**src/rtl/cnn_layer_accel_weight_seq_table_prog.sv**
```systemverilog
// Run-time programmable weight-address sequencer: one address sequence per Gray-coded
// convolution phase, streamed one registered entry per non-stalled cycle on start.
module cnn_layer_accel_weight_seq_table_prog #(
    parameter int C_NUM_PHASES     = 4,
    parameter int C_SEQ_DEPTH      = 8,
    parameter int C_WHT_ADDR_WIDTH = 4,
    localparam int C_PHASE_W = $clog2(C_NUM_PHASES),
    localparam int C_IDX_W   = $clog2(C_SEQ_DEPTH),
    localparam int C_LEN_W   = $clog2(C_SEQ_DEPTH + 1)
) (
    input  logic                        clk,
    input  logic                        rst,
    input  logic                        cfg_wr_en,
    input  logic                        cfg_len_wr,
    input  logic [C_PHASE_W-1:0]        cfg_phase,
    input  logic [C_IDX_W-1:0]          cfg_idx,
    input  logic [C_WHT_ADDR_WIDTH-1:0] cfg_data,
    input  logic [C_LEN_W-1:0]          cfg_len,
    output logic                        cfg_err,
    input  logic                        start,
    input  logic [C_PHASE_W-1:0]        gray_code,
    input  logic                        stall,
    output logic [C_WHT_ADDR_WIDTH-1:0] wht_data_addr,
    output logic                        wht_addr_valid,
    output logic                        wht_addr_last,
    output logic                        busy
);

    typedef enum logic {
        IDLE,
        RUN
    } state_t;

    state_t                      state;
    state_t                      state_next;
    logic [C_IDX_W-1:0]          idx;
    logic [C_IDX_W-1:0]          idx_next;
    logic [C_PHASE_W-1:0]        phase;
    logic [C_PHASE_W-1:0]        phase_next;
    logic [C_PHASE_W-1:0]        start_phase;
    logic [C_WHT_ADDR_WIDTH-1:0] addr_next;
    logic                        valid_next;
    logic                        last_next;

    logic [C_WHT_ADDR_WIDTH-1:0] seq_tbl [C_NUM_PHASES][C_SEQ_DEPTH];
    logic [C_LEN_W-1:0]          len_tbl [C_NUM_PHASES];

    logic [C_LEN_W-1:0]          run_len_m1;
    logic                        run_last;
    logic                        start_last;
    logic                        idx_legal;
    logic                        len_legal;
    logic                        wr_ok;
    logic                        len_ok;
    logic                        cfg_err_next;

    function automatic logic [C_PHASE_W-1:0] gray2bin(input logic [C_PHASE_W-1:0] g);
        logic [C_PHASE_W-1:0] b;
        b[C_PHASE_W-1] = g[C_PHASE_W-1];
        for (int i = C_PHASE_W - 2; i >= 0; i--) begin
            b[i] = b[i+1] ^ g[i];
        end
        return b;
    endfunction

    assign start_phase = gray2bin(gray_code);
    assign busy        = (state == RUN);
    assign run_len_m1  = len_tbl[phase] - C_LEN_W'(1);
    assign run_last    = (C_LEN_W'(idx) == run_len_m1);
    assign start_last  = (len_tbl[start_phase] == C_LEN_W'(1));

    // Config writes are only legal between sequences; anything else is dropped and flagged.
    assign idx_legal    = ({1'b0, cfg_idx} < (C_IDX_W + 1)'(C_SEQ_DEPTH));
    assign len_legal    = (cfg_len != '0) && (cfg_len <= C_LEN_W'(C_SEQ_DEPTH));
    assign wr_ok        = cfg_wr_en && !busy && idx_legal;
    assign len_ok       = cfg_len_wr && !busy && len_legal;
    assign cfg_err_next = (cfg_wr_en && !wr_ok) || (cfg_len_wr && !len_ok);

    always_ff @(posedge clk) begin
        if (rst) begin
            state          <= IDLE;
            idx            <= '0;
            phase          <= '0;
            wht_data_addr  <= '0;
            wht_addr_valid <= 1'b0;
            wht_addr_last  <= 1'b0;
            cfg_err        <= 1'b0;
        end else begin
            state          <= state_next;
            idx            <= idx_next;
            phase          <= phase_next;
            wht_data_addr  <= addr_next;
            wht_addr_valid <= valid_next;
            wht_addr_last  <= last_next;
            cfg_err        <= cfg_err_next;
        end
    end

    // Stall freezes everything by leaving the defaults (current values) in place.
    always_comb begin
        state_next = state;
        idx_next   = idx;
        phase_next = phase;
        addr_next  = wht_data_addr;
        valid_next = wht_addr_valid;
        last_next  = wht_addr_last;

        if (!stall) begin
            case (state)
                IDLE: begin
                    if (start) begin
                        phase_next = start_phase;
                        addr_next  = seq_tbl[start_phase][0];
                        valid_next = 1'b1;
                        last_next  = start_last;
                        if (!start_last) begin
                            state_next = RUN;
                            idx_next   = C_IDX_W'(1);
                        end else begin
                            idx_next   = '0;
                        end
                    end else begin
                        valid_next = 1'b0;
                        last_next  = 1'b0;
                    end
                end
                RUN: begin
                    addr_next  = seq_tbl[phase][idx];
                    valid_next = 1'b1;
                    last_next  = run_last;
                    if (run_last) begin
                        state_next = IDLE;
                        idx_next   = '0;
                    end else begin
                        idx_next   = idx + C_IDX_W'(1);
                    end
                end
                default: begin
                    state_next = IDLE;
                    idx_next   = '0;
                end
            endcase
        end
    end

    // Reads above see the pre-write contents, so a write coinciding with start lands next cycle.
    always_ff @(posedge clk) begin
        if (rst) begin
            for (int p = 0; p < C_NUM_PHASES; p++) begin
                for (int i = 0; i < C_SEQ_DEPTH; i++) begin
                    seq_tbl[p][i] <= C_WHT_ADDR_WIDTH'(i);
                end
                len_tbl[p] <= C_LEN_W'(C_SEQ_DEPTH);
            end
        end else begin
            if (wr_ok) begin
                seq_tbl[cfg_phase][cfg_idx] <= cfg_data;
            end
            if (len_ok) begin
                len_tbl[cfg_phase] <= cfg_len;
            end
        end
    end

endmodule
```
**config.mk**
```make
export PLATFORM = sky130hd
export DESIGN_NAME = cnn_layer_accel_weight_seq_table_prog
export DESIGN_NICKNAME = d
export VERILOG_FILES = /design/src/rtl/cnn_layer_accel_weight_seq_table_prog.sv
export SDC_FILE = /design/constraint.sdc
export NUM_CORES = 1
export LEC_CHECK = 0
export CELL_PAD_IN_SITES_DETAIL_PLACEMENT = 1
export CELL_PAD_IN_SITES_GLOBAL_PLACEMENT = 1
export CORE_MARGIN = 2
export CORE_UTILIZATION = 40
export DETAILED_ROUTE_END_ITERATION = 10
export DONT_BUFFER_PORTS = 1
export GPL_ROUTABILITY_DRIVEN = 0
export PLACE_DENSITY_LB_ADDON = 0.1
export SLEW_MARGIN = 5
export SYNTH_ARGS = -nofsm -noshare
export SYNTH_HDL_FRONTEND = slang
export SYNTH_SLANG_ARGS = --single-unit
```
**constraint.sdc**
```tcl
create_clock -name clk -period 4.5 [get_ports clk]
set_input_delay 0.9 -clock clk [delete_from_list [all_inputs] [get_ports clk]]
set_output_delay 0.9 -clock clk [all_outputs]
set_load 0.05 [all_outputs]
```
After elaboration in Yosys (flattened, before gate mapping)
Memory sizes are Yosys's and may differ from the RTL's. A register that Yosys moved wholly into a read port is not among the register bits.
Cells that the tools add are included.
- add/sub/neg operators: 2
- order comparisons: 4
- equality and inequality tests: 3
- mux-type cells: 37
- bitwise gates (word level): 5
- reductions and logical operators: 16
- operators with widths (kind ; number):
    32-bit two-way mux ; 3
    32-bit OR reduction ; 1
    4-bit two-way mux ; 5
    1-bit two-way mux ; 14
    4-bit binary-select mux with 3-bit select ; 1
    4-bit demux with 3-bit select ; 1
    2-bit two-way mux ; 6
    4-bit >= comparator (second input constant) ; 2
    3-bit inverter with 4-bit output ; 2
    4-bit one-hot mux with 2 select lines ; 1
    1-bit logical AND ; 7
    3-bit two-way mux ; 2
    1-bit one-hot mux with 2 select lines ; 3
    3-bit one-hot mux with 2 select lines ; 1
    3-bit by 4-bit equality test with 1-bit output ; 1
    4-bit by 1-bit equality test with 1-bit output (second input constant) ; 1
    4-bit <= comparator (second input constant) ; 1
    4-bit by 1-bit less-than comparator with 1-bit output (second input constant) ; 1
    4-bit nonzero test ; 1
    4-bit OR reduction ; 1
    4-bit by 1-bit subtractor with 4-bit output (second input constant) ; 1
    3-bit by 1-bit adder with 3-bit output (second input constant) ; 1
    1-bit logical NOT ; 3
    3-bit AND reduction ; 1
    5 further kinds ; 6
- register bits after elaboration: 13
- memory bits (writable): 144
- bits of input ports: 21
- output and inout bits: 8
- word-level logic and storage cells: 76
- memories: 2
- memory list (name ; words ; width ; read ports ; clocked after memory_dff ; write ports ; RTL line ; text):
    seq_tbl ; 4 ; 32 ; 2 ; 1 ; 4 ; 45 ; logic [C_WHT_ADDR_WIDTH-1:0] seq_tbl [C_NUM_PHASES][C_SEQ_DEPTH];
    len_tbl ; 4 ; 4 ; 2 ; 1 ; 4 ; 46 ; logic [C_LEN_W-1:0] len_tbl [C_NUM_PHASES];

Depth between registers and ports, before layout
Gate-level depths: netlist of run 1.
- depth after elaboration: 8
- depth in mapped cells: 9
- gate-level depth less buffers: 8

Worst setup path after synthesis of run 1
No wires, ideal clock.
- kind: input-to-reg
- start point: input rst
- end point: memory seq_tbl[0][4] (netlist name) (enable)
- library setup time: 361 ps
- arrival: 2367 ps
- data required time: 4139 ps
- setup slack: 1772 ps
- stages: 5
- buffers on the path: 2
- cell sequence: buf_6 -> nor4b_1 -> nand3_1 -> clkbuf_1 -> o21ai_0
- RTL lines (item ; RTL line ; text):
    start: declaration ; 12 ; input logic rst,
    end: declaration ; 45 ;

==> metrics.csv, run 1 <==
stage,metric,value,unit
sta,slew_headroom,33.8,%
sta,finalCriticalPeriod,2.95,ns
worst_setup_path,start_kind,register,
worst_setup_path,worstSetupPathDepth,4,
worst_setup_path,required,4.56,ns
clocking,cts_sinks,159,
synth,synthesis.instances,559,
clocking,postCtsHoldBufs,0,
floorplan,row_count,51,
clocking,clkTransAtPathRegs,0.06,ns
grt,grt_max_degree,40,
sta,max_freq,339,MHz
worst_setup_path,ff2ff_setup_slack,1.55,ns
sta,rsz0062_at_grt,no,
floorplan,start_util,40.5,%
power_and_ir_drop,leakagePower,2.59,nW
sta,maxSlewViolCount,0,
route,drc_errors,0,
sta,worst_pin_slew,0.992,ns
floorplan,die_area,20600,sq um
route,final_antenna_net_count,0,
worst_setup_path,cp_top_family,simple AND/OR/NAND/NOR gates,
clocking,numCtsBuffers,17,
synth,async_reset_ff_share,0,%
worst_setup_path,endpoint_kind,register,
clocking,cts_max_level,4,
sta,fin_ws,1.55,ns
synth,synth-edff-count,144,
worst_setup_path,crit_chain,nor4b_1 > buf_4 > nand3_1 > o21ai_0,
min_path,min_from,phase[1],
cells_and_area,final_cell_count_no_fill,811,
cells_and_area,diodes,0,
synth,ys_ff_latch,159,
grt,track_usage,20.7,%
worst_setup_path,ff2ff_path_depth,4,
grt,grt_antenna_before_repair,0,
synth,synth_flop_cell,edfxtp_1,
worst_setup_path,path_max_fanout,19,
run,drv_cap,0,
sta,setup_viol,0,
placement,io_buffers,0,
grt,grt_pass1_wl,30500,microns
route,routed_via_density,5.79,
power_and_ir_drop,peakVddDrop,0.234,mV
floorplan,io_pins,29,
clocking,clk_path_buf_depth,2,
grt,grt_pass1_vias,4855,
sta,clock_skew,0.0105,ns
clocking,root_buffer,clkbuf_16,
route,wl_per_cell,25.0,microns
power_and_ir_drop,p_per_area,400,nW/um^2
synth,yosysTopAreaCell,edfxtp_1,
route,drt_pass1_iterations,4,
min_path,min_path_cells,2,
synth,synth_cell_types,46,
synth,ys_warn_count,0,
cells_and_area,syn_to_final_growth,8.17,%
worst_setup_path,arrival,3.01,ns
worst_setup_path,path_buf_inv,1,
worst_setup_path,timing.rr.end,seq_tbl[0][7],
worst_setup_path,reg2reg_from,busy,
cells_and_area,fin_nets,556,
power_and_ir_drop,p_total,3.38,mW
clocking,clk_latency,0.43,ns
placement,dp_hpwl,13700,microns
cells_and_area,layout-drive-gt1-share,12.5,%
grt,overflow,0,
outcome,status,"finished, final reports clean",
min_path,worstHoldPathType,register to register,
floorplan,die_h,144,microns
clocking,cts_tree,yes,
worst_setup_path,slowest_stage,o21ai_0,
clocking,cts_setup_buffers,0,
sta,setup-tns-final,0,ns
sta,period_share,65.5,%
placement,post-place-ws,1.36,ns
synth,synth_top_area_share,55.4,%
route,vias,4694,
synth,yosysSeqAreaShare,59.3,%
synth,synth_common_cells,"144 x edfxtp_1, 56 x nor3_1, 43 x clkbuf_1",
synth,postSynthAreaPerCell,14.0,sq um
clocking,cts.repair.resized,0,
floorplan,fp.dieW,144,microns
synth,yosysMostFrequentCell,edfxtp_1,
sta,hold_viol_final,0,
route,wl,20300,microns
worst_setup_path,slowest_delay,0.69,ns
placement,dp_cells,779,
synth,synth_area_leaders,"edfxtp_1 55%, mux4_1 9.1%, mux4_2 6.4%, dfxtp_1 3.9%, nor3_1 3.6%",
worst_setup_path,crit_type,register to register,
route,drt_iter0_drc,262,
synth,syn_nets,582,
synth,syn-cell-area,7800,sq um
floorplan,design.core.area,19300,sq um
min_path,whs_endpoint,phase[1],
-- worst max-delay path by stage --
stage | start | slack [ns] | to
after floorplan | rst | 1.77 | seq_tbl[0][4]
after global placement | rst | 1.30 | seq_tbl[0][30]
after detailed placement | rst | 1.36 | seq_tbl[0][30]
after CTS | busy | 1.49 | seq_tbl[0][30]
after global routing | busy | 1.28 | seq_tbl[0][30]
final | busy | 1.55 | seq_tbl[0][7]
-- metal layers --
metal  wire length, microns  share of wire [%]  GRT usage [%]
met1                   9160                 45           27.2
met2                   9880                 49           34.0
met3                    907                4.5           5.36
met4                    352                1.7           5.93
met5                      0                  0              0
-- cell usage in the layout, fill, tap and decap left out, types with 5 or more instances in the layout --
master,n
inv_1,12
nor2b_1,5
or3_1,31
mux4_1,27
clkbuf_16,17
nor3_1,56
buf_4,11
and2_1,23
o21ai_0,38
dfxtp_1,14
nor2_1,34
mux4_2,22
a21oi_1,6
edfxtp_1,144
a22oi_1,9
and3_1,5
nand2_1,29
nand3_1,9
-- worst register-to-register path, cell delays in order (launching register included) --
cell	delay, ns
dfxtp_1	0.62
nor4b_1	0.59
buf_4	0.22
nand3_1	0.45
o21ai_0	0.70
-- state kept, by name (all words and copies together), names as in the netlist, named ones only --
register / flops
wht_addr_valid: 1
cfg_err: 1
busy: 1
wht_addr_last: 1
len_tbl: 16
phase: 2
seq_tbl: 128
idx: 3
wht_data_addr: 4
-- cells by family (layout without fill, tap and decap cells) --
kind of cell             count (synthesis)  in the layout  share of synthesized area [%]
XOR/XNOR                                 6              6                          0.770
multiplexers                            49             49                           15.5
flip-flops                             159            159                           59.3
AND/OR/NAND/NOR                        208            208                           14.1
adder cells (fa/ha/maj)                  2              2                          0.321
AO/OA/AOI/OAI                           66             66                           5.01
buffers and inverters                   69             56                           5.07
-- per-stage QoR --
stage	hold WS, ns	area [sq um]	util [%]
after floorplan	0.448	7800	-
after global placement	0.478	7870	40.8
after detailed placement	0.469	7870	40.8
after CTS	0.483	8440	43.8
after global routing	0.513	8440	43.8
final	0.483	8440	43.8
-- layout make-up --
cell class              count  area, sq um
fillers                  1957        10800
flip-flops and latches    159         4630
multi-input cells         331         2780
clock buffers              19          433
well taps                 265          332
clock inverters            13          135
repair buffers             11         82.6
inverters                  13         48.8
-- where the power goes --
part,total [mW],internal [mW],switching (mW)
Sequential,1.71,1.65,0.0570
Clock,1.43,0.817,0.608
Combinational,0.241,0.0955,0.145
Total,3.38,2.57,0.810
No activity file was read; power rests on OpenSTA's default activity.
==> run 2, diff against run 1 <==
==> constraint.sdc (replaced) <==
create_clock -name clk -period 3.1 [get_ports clk]
set_input_delay 0.62 -clock clk [delete_from_list [all_inputs] [get_ports clk]]
set_output_delay 0.62 -clock clk [all_outputs]
set_load 0.05 [all_outputs]
==> metrics.csv, run 2 (synthesis results as in run 1) <==
stage,metric,value,unit,change
cells_and_area,largest_reg_flops,128,,unchanged
clocking,root_buffer,clkbuf_16,,unchanged
cells_and_area,syn_to_final_growth,9.35,%,was 8.17%
worst_setup_path,crit_chain,buf_4 > mux4_1 > mux4_2 > a22oi_1 > o21ai_1,,was nor4b_1 > buf_4 > nand3_1 > o21ai_0
sta,slew_headroom,40.6,%,was 33.8%
worst_setup_path,endpoint_kind,register,,unchanged
sta,setup-tns-final,0,ns,unchanged
cells_and_area,fillers,1943,,was 1957
floorplan,io_pins,29,,unchanged
clocking,postCtsHoldBufs,0,,unchanged
power_and_ir_drop,p_seq_share,50.3,%,was 50.7%
sta,maxSlewViolCount,0,,unchanged
clocking,numCtsBuffers,17,,unchanged
cells_and_area,final_common_cell,edfxtp_1,,unchanged
worst_setup_path,slowest_delay,0.65,ns,was 0.69 ns
grt,grt_max_degree,40,,unchanged
worst_setup_path,endpoint,wht_data_addr[0],,was seq_tbl[0][7]
clocking,cts.repair.resized,0,,unchanged
worst_setup_path,required,3.41,ns,was 4.56 ns
min_path,min_path_cells,1,,was 2
sta,hold_viol_final,0,,unchanged
placement,dp_cells,786,,was 779
sta,max_freq,387,MHz,was 339 MHz
worst_setup_path,timing.rr.end,wht_data_addr[0],,was seq_tbl[0][7]
sta,finalCriticalPeriod,2.59,ns,was 2.95 ns
cells_and_area,final_cell_count_no_fill,818,,was 811
sta,period_share,83.4,%,was 65.5%
min_path,worstHoldPathType,input pin to register,,was register to register
worst_setup_path,path_max_fanout,28,,was 19
route,drt_pass1_iterations,4,,unchanged
power_and_ir_drop,peakVddDrop,0.404,mV,was 0.234 mV
route,drt_iter0_drc,222,,was 262
cells_and_area,top_register,seq_tbl,,unchanged
floorplan,row_count,51,,unchanged
cells_and_area,layout_common_cells,"144 x edfxtp_1, 56 x nor3_1, 38 x o21ai_0",,unchanged
power_and_ir_drop,leakagePower,2.64,nW,was 2.59 nW
route,vias,4719,,was 4694
clocking,cts_setup_buffers,0,,unchanged
grt,track_usage,20.9,%,was 20.7%
floorplan,fp.dieW,144,microns,unchanged
cells_and_area,diodes,0,,unchanged
sta,fin_hold_ws,0.255,ns,was 0.483 ns
run,drv_cap,0,,unchanged
min_path,min_from,rst,,was phase[1]
grt,grt_pass1_vias,5072,,was 4855
sta,setup_viol,0,,unchanged
route,routed_via_density,5.77,,was 5.79
worst_setup_path,path_buf_inv,1,,unchanged
sta,rsz0062_at_grt,no,,unchanged
power_and_ir_drop,p_sw,1.16,mW,was 0.810 mW
floorplan,die_area,20600,sq um,unchanged
cells_and_area,reg_top3,"seq_tbl x128, len_tbl x16, wht_data_addr x4",,unchanged
grt,overflow,0,,unchanged
power_and_ir_drop,sw_frac_of_total,23.6,%,was 24.0%
placement,io_buffers,0,,unchanged
clocking,clk_path_buf_depth,2,,unchanged
worst_setup_path,arrival,2.89,ns,was 3.01 ns
worst_setup_path,ff2ff_setup_slack,0.51,ns,was 1.55 ns
worst_setup_path,start_kind,register,,unchanged
floorplan,start_util,40.5,%,unchanged
floorplan,design.core.area,19300,sq um,unchanged
grt,grt_pass1_wl,30700,microns,was 30500 microns
route,wl_per_cell,24.6,microns,was 25.0 microns
route,final_antenna_net_count,0,,unchanged
placement,dp_hpwl,13400,microns,was 13700 microns
worst_setup_path,crit_type,register to register,,unchanged
floorplan,die_h,144,microns,unchanged
power_and_ir_drop,p_comb_share,7.8,%,was 7.1%
route,wl,20100,microns,was 20300 microns
sta,clock_skew,0.00678,ns,was 0.0105 ns
route,drc_errors,0,,unchanged
worst_setup_path,slowest_stage,dfxtp_1,,was o21ai_0
worst_setup_path,worstSetupPathDepth,5,,was 4
clocking,clkTransAtPathRegs,0.06,ns,about the same
clocking,cts_tree,yes,,unchanged
grt,grt_antenna_before_repair,0,,unchanged
clocking,clk_latency,0.43,ns,about the same
cells_and_area,register_area,4630,sq um,unchanged
cells_and_area,fin_nets,563,,was 556
power_and_ir_drop,pwr-share-clk,41.8,%,was 42.2%
clocking,cts_max_level,4,,unchanged
clocking,cts_sinks,159,,unchanged
worst_setup_path,ff2ff_path_depth,5,,was 4
cells_and_area,layout-drive-gt1-share,13.6,%,was 12.5%
worst_setup_path,cp_top_family,multiplexers,,was simple AND/OR/NAND/NOR gates
sta,worst_pin_slew,0.882,ns,was 0.992 ns
cells_and_area,multi_input_area,2780,sq um,unchanged
power_and_ir_drop,p_per_area,573,nW/um^2,was 400 nW/um^2
power_and_ir_drop,p_int,3.73,mW,was 2.57 mW
outcome,status,"finished, final reports clean",,unchanged
==> run 2: cell types whose count changed in the layout (fill, tap and decap cells not counted) <==
cell        previous run  this run
buf_12                 0         3
buf_4                 11        15
clkinv_2               2         1
clkinv_4               1         2
clkinvlp_4             3         4
inv_6                  3         2
==> run 2: routing by layer <==
metal	GRT usage, %	up-vias	wire, microns
li1	-	2134	-
met1	27.8	2466	9200
met2	34.3	91	9790
met3	4.10	28	728
met4	7.12	0	392
met5	0	-	0
==> run 2: worst register-to-register path, cell delays in order (launching register included) <==
cell     delay, ns
dfxtp_1       0.65
buf_4         0.47
mux4_1        0.45
mux4_2        0.53
a22oi_1       0.27
o21ai_1       0.10
==> run 2: per-stage QoR <==
stage	setup slack [ns]	power, mW	utilization (%)	cell area, sq um
finish	0.513	4.89	44.3	8530
global placement	0.554	2.88	41.3	7960
floorplan	0.652	2.79	-	7800
detailed placement	0.516	2.89	41.3	7960
global route	0.386	5.04	44.3	8530
CTS	0.501	4.93	44.3	8530
==> run 2: worst min path at each step <==
stage / end / slack (ns)
finish: idx[0] / 0.26
global route: idx[0] / 0.24
CTS: idx[0] / 0.23
detailed placement: register / 0.48
global placement: register / 0.46
floorplan: register / 0.45
==> run 2: power groups by stage <==
stage / clock, mW / sequential (mW) / combinational, mW
final: 2.05 / 2.46 / 0.383
after global routing: 2.16 / 2.47 / 0.413
after CTS: 2.08 / 2.46 / 0.386
after detailed placement: 0 / 2.51 / 0.384
after global placement: 0 / 2.51 / 0.376
after floorplan: 0 / 2.48 / 0.309
==> run 2: cell type report <==
type	instances	area share (%)
sequential	159	54.2
multi-input combinational	331	32.6
clock buffer	19	5.08
tap	265	3.89
timing repair buffer	18	2.02
clock inverter	13	1.61
inverter	13	0.572
==> run 3, diff against run 2 <==
==> constraint.sdc (replaced) <==
create_clock -name clk -period 2.2 [get_ports clk]
set_input_delay 0.44 -clock clk [delete_from_list [all_inputs] [get_ports clk]]
set_output_delay 0.44 -clock clk [all_outputs]
set_load 0.05 [all_outputs]
==> metrics.csv, run 3 (synthesis results as in run 1) <==
stage,metric,value,unit,change
worst_setup_path,slowest_delay,0.58,ns,was 0.65 ns
worst_setup_path,timing.rr.end,wht_data_addr[3],,was wht_data_addr[0]
min_path,whs_endpoint,idx[0],,unchanged
route,wl_per_cell,24.7,microns,was 24.6 microns
sta,max_freq,465,MHz,was 387 MHz
worst_setup_path,crit_chain,buf_12 > mux4_1 > mux4_2 > a22oi_2 > o21ai_1,,was buf_4 > mux4_1 > mux4_2 > a22oi_1 > o21ai_1
worst_setup_path,endpoint_kind,register,,unchanged
sta,fin_hold_ws,0.0644,ns,was 0.255 ns
sta,rsz0062_at_grt,yes,,was no
clocking,cts_sinks,159,,unchanged
clocking,numCtsBuffers,17,,unchanged
power_and_ir_drop,p_sw,1.67,mW,was 1.16 mW
cells_and_area,diodes,0,,unchanged
placement,placed_area,8350,sq um,was 7960 sq um
power_and_ir_drop,leakagePower,2.92,nW,was 2.64 nW
sta,period_share,97.7,%,was 83.4%
cells_and_area,syn_to_final_growth,15.9,%,was 9.35%
sta,setup_viol,0,,unchanged
power_and_ir_drop,peakVddDrop,0.495,mV,was 0.404 mV
worst_setup_path,start_kind,register,,unchanged
placement,post-place-ws,-0.0356,ns,was 0.516 ns
sta,finalCriticalPeriod,2.15,ns,was 2.59 ns
worst_setup_path,ff2ff_path_depth,5,,unchanged
worst_setup_path,path_buf_inv,1,,unchanged
floorplan,fp.dieW,144,microns,unchanged
floorplan,design.core.area,19300,sq um,unchanged
cells_and_area,largest_reg_flops,128,,unchanged
route,routed_via_density,5.74,,was 5.77
clocking,cts_max_level,4,,unchanged
cells_and_area,finish.utilization,46.9,%,was 44.3%
floorplan,die_area,20600,sq um,unchanged
worst_setup_path,slowest_stage,mux4_1,,was dfxtp_1
placement,io_buffers,0,,unchanged
min_path,min_path_cells,1,,unchanged
sta,clock_skew,0.00663,ns,was 0.00678 ns
power_and_ir_drop,p_per_area,812,nW/um^2,was 573 nW/um^2
route,drc_errors,0,,unchanged
route,wl,21500,microns,was 20100 microns
sta,hold_viol_final,0,,unchanged
sta,slew_headroom,34.3,%,was 40.6%
min_path,min_from,rst,,unchanged
route,drt_iter0_drc,342,,was 222
cells_and_area,layout-drive-gt1-share,23.0,%,was 13.6%
clocking,clk_path_buf_depth,2,,unchanged
clocking,cts_tree,yes,,unchanged
grt,grt_pass1_vias,5186,,was 5072
cells_and_area,layout_common_cells,"144 x edfxtp_1, 66 x buf_4, 56 x nor3_1",,"was 144 x edfxtp_1, 56 x nor3_1, 38 x o21ai_0"
power_and_ir_drop,p_comb_share,9.0,%,was 7.8%
clocking,clk_latency,0.44,ns,was 0.43 ns
cells_and_area,reg_top3,"seq_tbl x128, len_tbl x16, wht_data_addr x4",,unchanged
worst_setup_path,cp_top_family,multiplexers,,unchanged
clocking,root_buffer,clkbuf_16,,unchanged
route,vias,4998,,was 4719
cells_and_area,fin_nets,616,,was 563
grt,grt_pass1_wl,32600,microns,was 30700 microns
sta,maxSlewViolCount,0,,unchanged
grt,track_usage,22.1,%,was 20.9%
outcome,status,"finished, final reports clean",,unchanged
power_and_ir_drop,sw_frac_of_total,22.8,%,was 23.6%
sta,fin_ws,0.0502,ns,was 0.513 ns
run,drv_cap,0,,unchanged
power_and_ir_drop,p_seq_share,47.1,%,was 50.3%
cells_and_area,top_register,seq_tbl,,unchanged
clocking,clkTransAtPathRegs,0.06,ns,about the same
grt,grt_max_degree,39,,was 40
worst_setup_path,path_max_fanout,13,,was 28
floorplan,die_h,144,microns,unchanged
cells_and_area,finalInstanceArea,9040,sq um,was 8530 sq um
route,drt_pass1_iterations,5,,was 4
floorplan,row_count,51,,unchanged
worst_setup_path,ff2ff_setup_slack,0.05,ns,was 0.51 ns
power_and_ir_drop,p_int,5.67,mW,was 3.73 mW
grt,grt_antenna_before_repair,0,,unchanged
route,final_antenna_net_count,0,,unchanged
floorplan,start_util,40.5,%,unchanged
worst_setup_path,required,2.52,ns,was 3.41 ns
worst_setup_path,crit_type,register to register,,unchanged
grt,overflow,0,,unchanged
power_and_ir_drop,pwr-share-clk,43.9,%,was 41.8%
cells_and_area,final_common_cell,edfxtp_1,,unchanged
sta,worst_pin_slew,0.976,ns,was 0.882 ns
placement,dp_hpwl,14700,microns,was 13400 microns
worst_setup_path,arrival,2.47,ns,was 2.89 ns
floorplan,io_pins,29,,unchanged
min_path,worstHoldPathType,input pin to register,,unchanged
run 3: cell types whose count changed in the layout (fill, tap and decap cells not counted), sizes merged:
cell      before  now
bufinv         2    5
buf           18   71
clkinvlp       4    2
inv           14   13
clkinv         6    4
clkbuf        19   20
run 3: timing repair:
action	CTS	global route
setup endpoints to repair	4	28
setup buffers	0	1
gates cloned	1	0
hold buffers	0	0
pin swaps	0	4
gates resized for setup	6	8
run 3: metal layers:
layer / routed length (microns) / track usage [%] / up-vias / part of all wire (%)
met1: 9610 / 29.6 / 2624 / 45
met4: 354 / 6.66 / 0 / 1.6
met3: 1010 / 4.77 / 24 / 4.7
met5: 0 / 0 / - / 0
met2: 10500 / 36.2 / 130 / 49
li1: - / - / 2220 / -
run 3: final cells by class:
type | instances | area [sq um]
clock buffer | 20 | 437
sequential | 159 | 4630
timing repair buffer | 71 | 587
clock inverter | 11 | 189
multi-input combinational | 331 | 2820
fill | 1951 | 10200
inverter | 13 | 48.8
tap | 265 | 332
run 3: worst max path at each step:
stage	startpoint	endpoint	slack [ns]	cells after the start
floorplan	register	busy	0.04	9
global placement	register	wht_data_addr[3]	-0.04	5
detailed placement	register	wht_data_addr[3]	-0.04	5
CTS	register	wht_data_addr[3]	-0.02	5
global route	busy	seq_tbl[0][16]	-0.1	5
finish	register	wht_data_addr[3]	0.05	5
run 3: stage by stage:
step | setup TNS, ns | cells | total power [mW]
3_5_place_dp | -0.0572 | 838 | 4.16
4_1_cts | -0.0190 | 870 | 7.36
3_3_place_gp | -0.0359 | 838 | 4.14
2_1_floorplan | 0 | 559 | 3.93
6_report | 0 | 870 | 7.34
5_1_grt | -0.893 | 870 | 7.54
run 3: power groups by stage:
| stage | clock network, mW | logic, mW | registers, mW |
|---|---|---|---|
| global placement | 0 | 0.621 | 3.52 |
| CTS | 3.24 | 0.656 | 3.46 |
| global route | 3.36 | 0.711 | 3.47 |
| finish | 3.22 | 0.664 | 3.46 |
| floorplan | 0 | 0.436 | 3.50 |
| detailed placement | 0 | 0.640 | 3.52 |
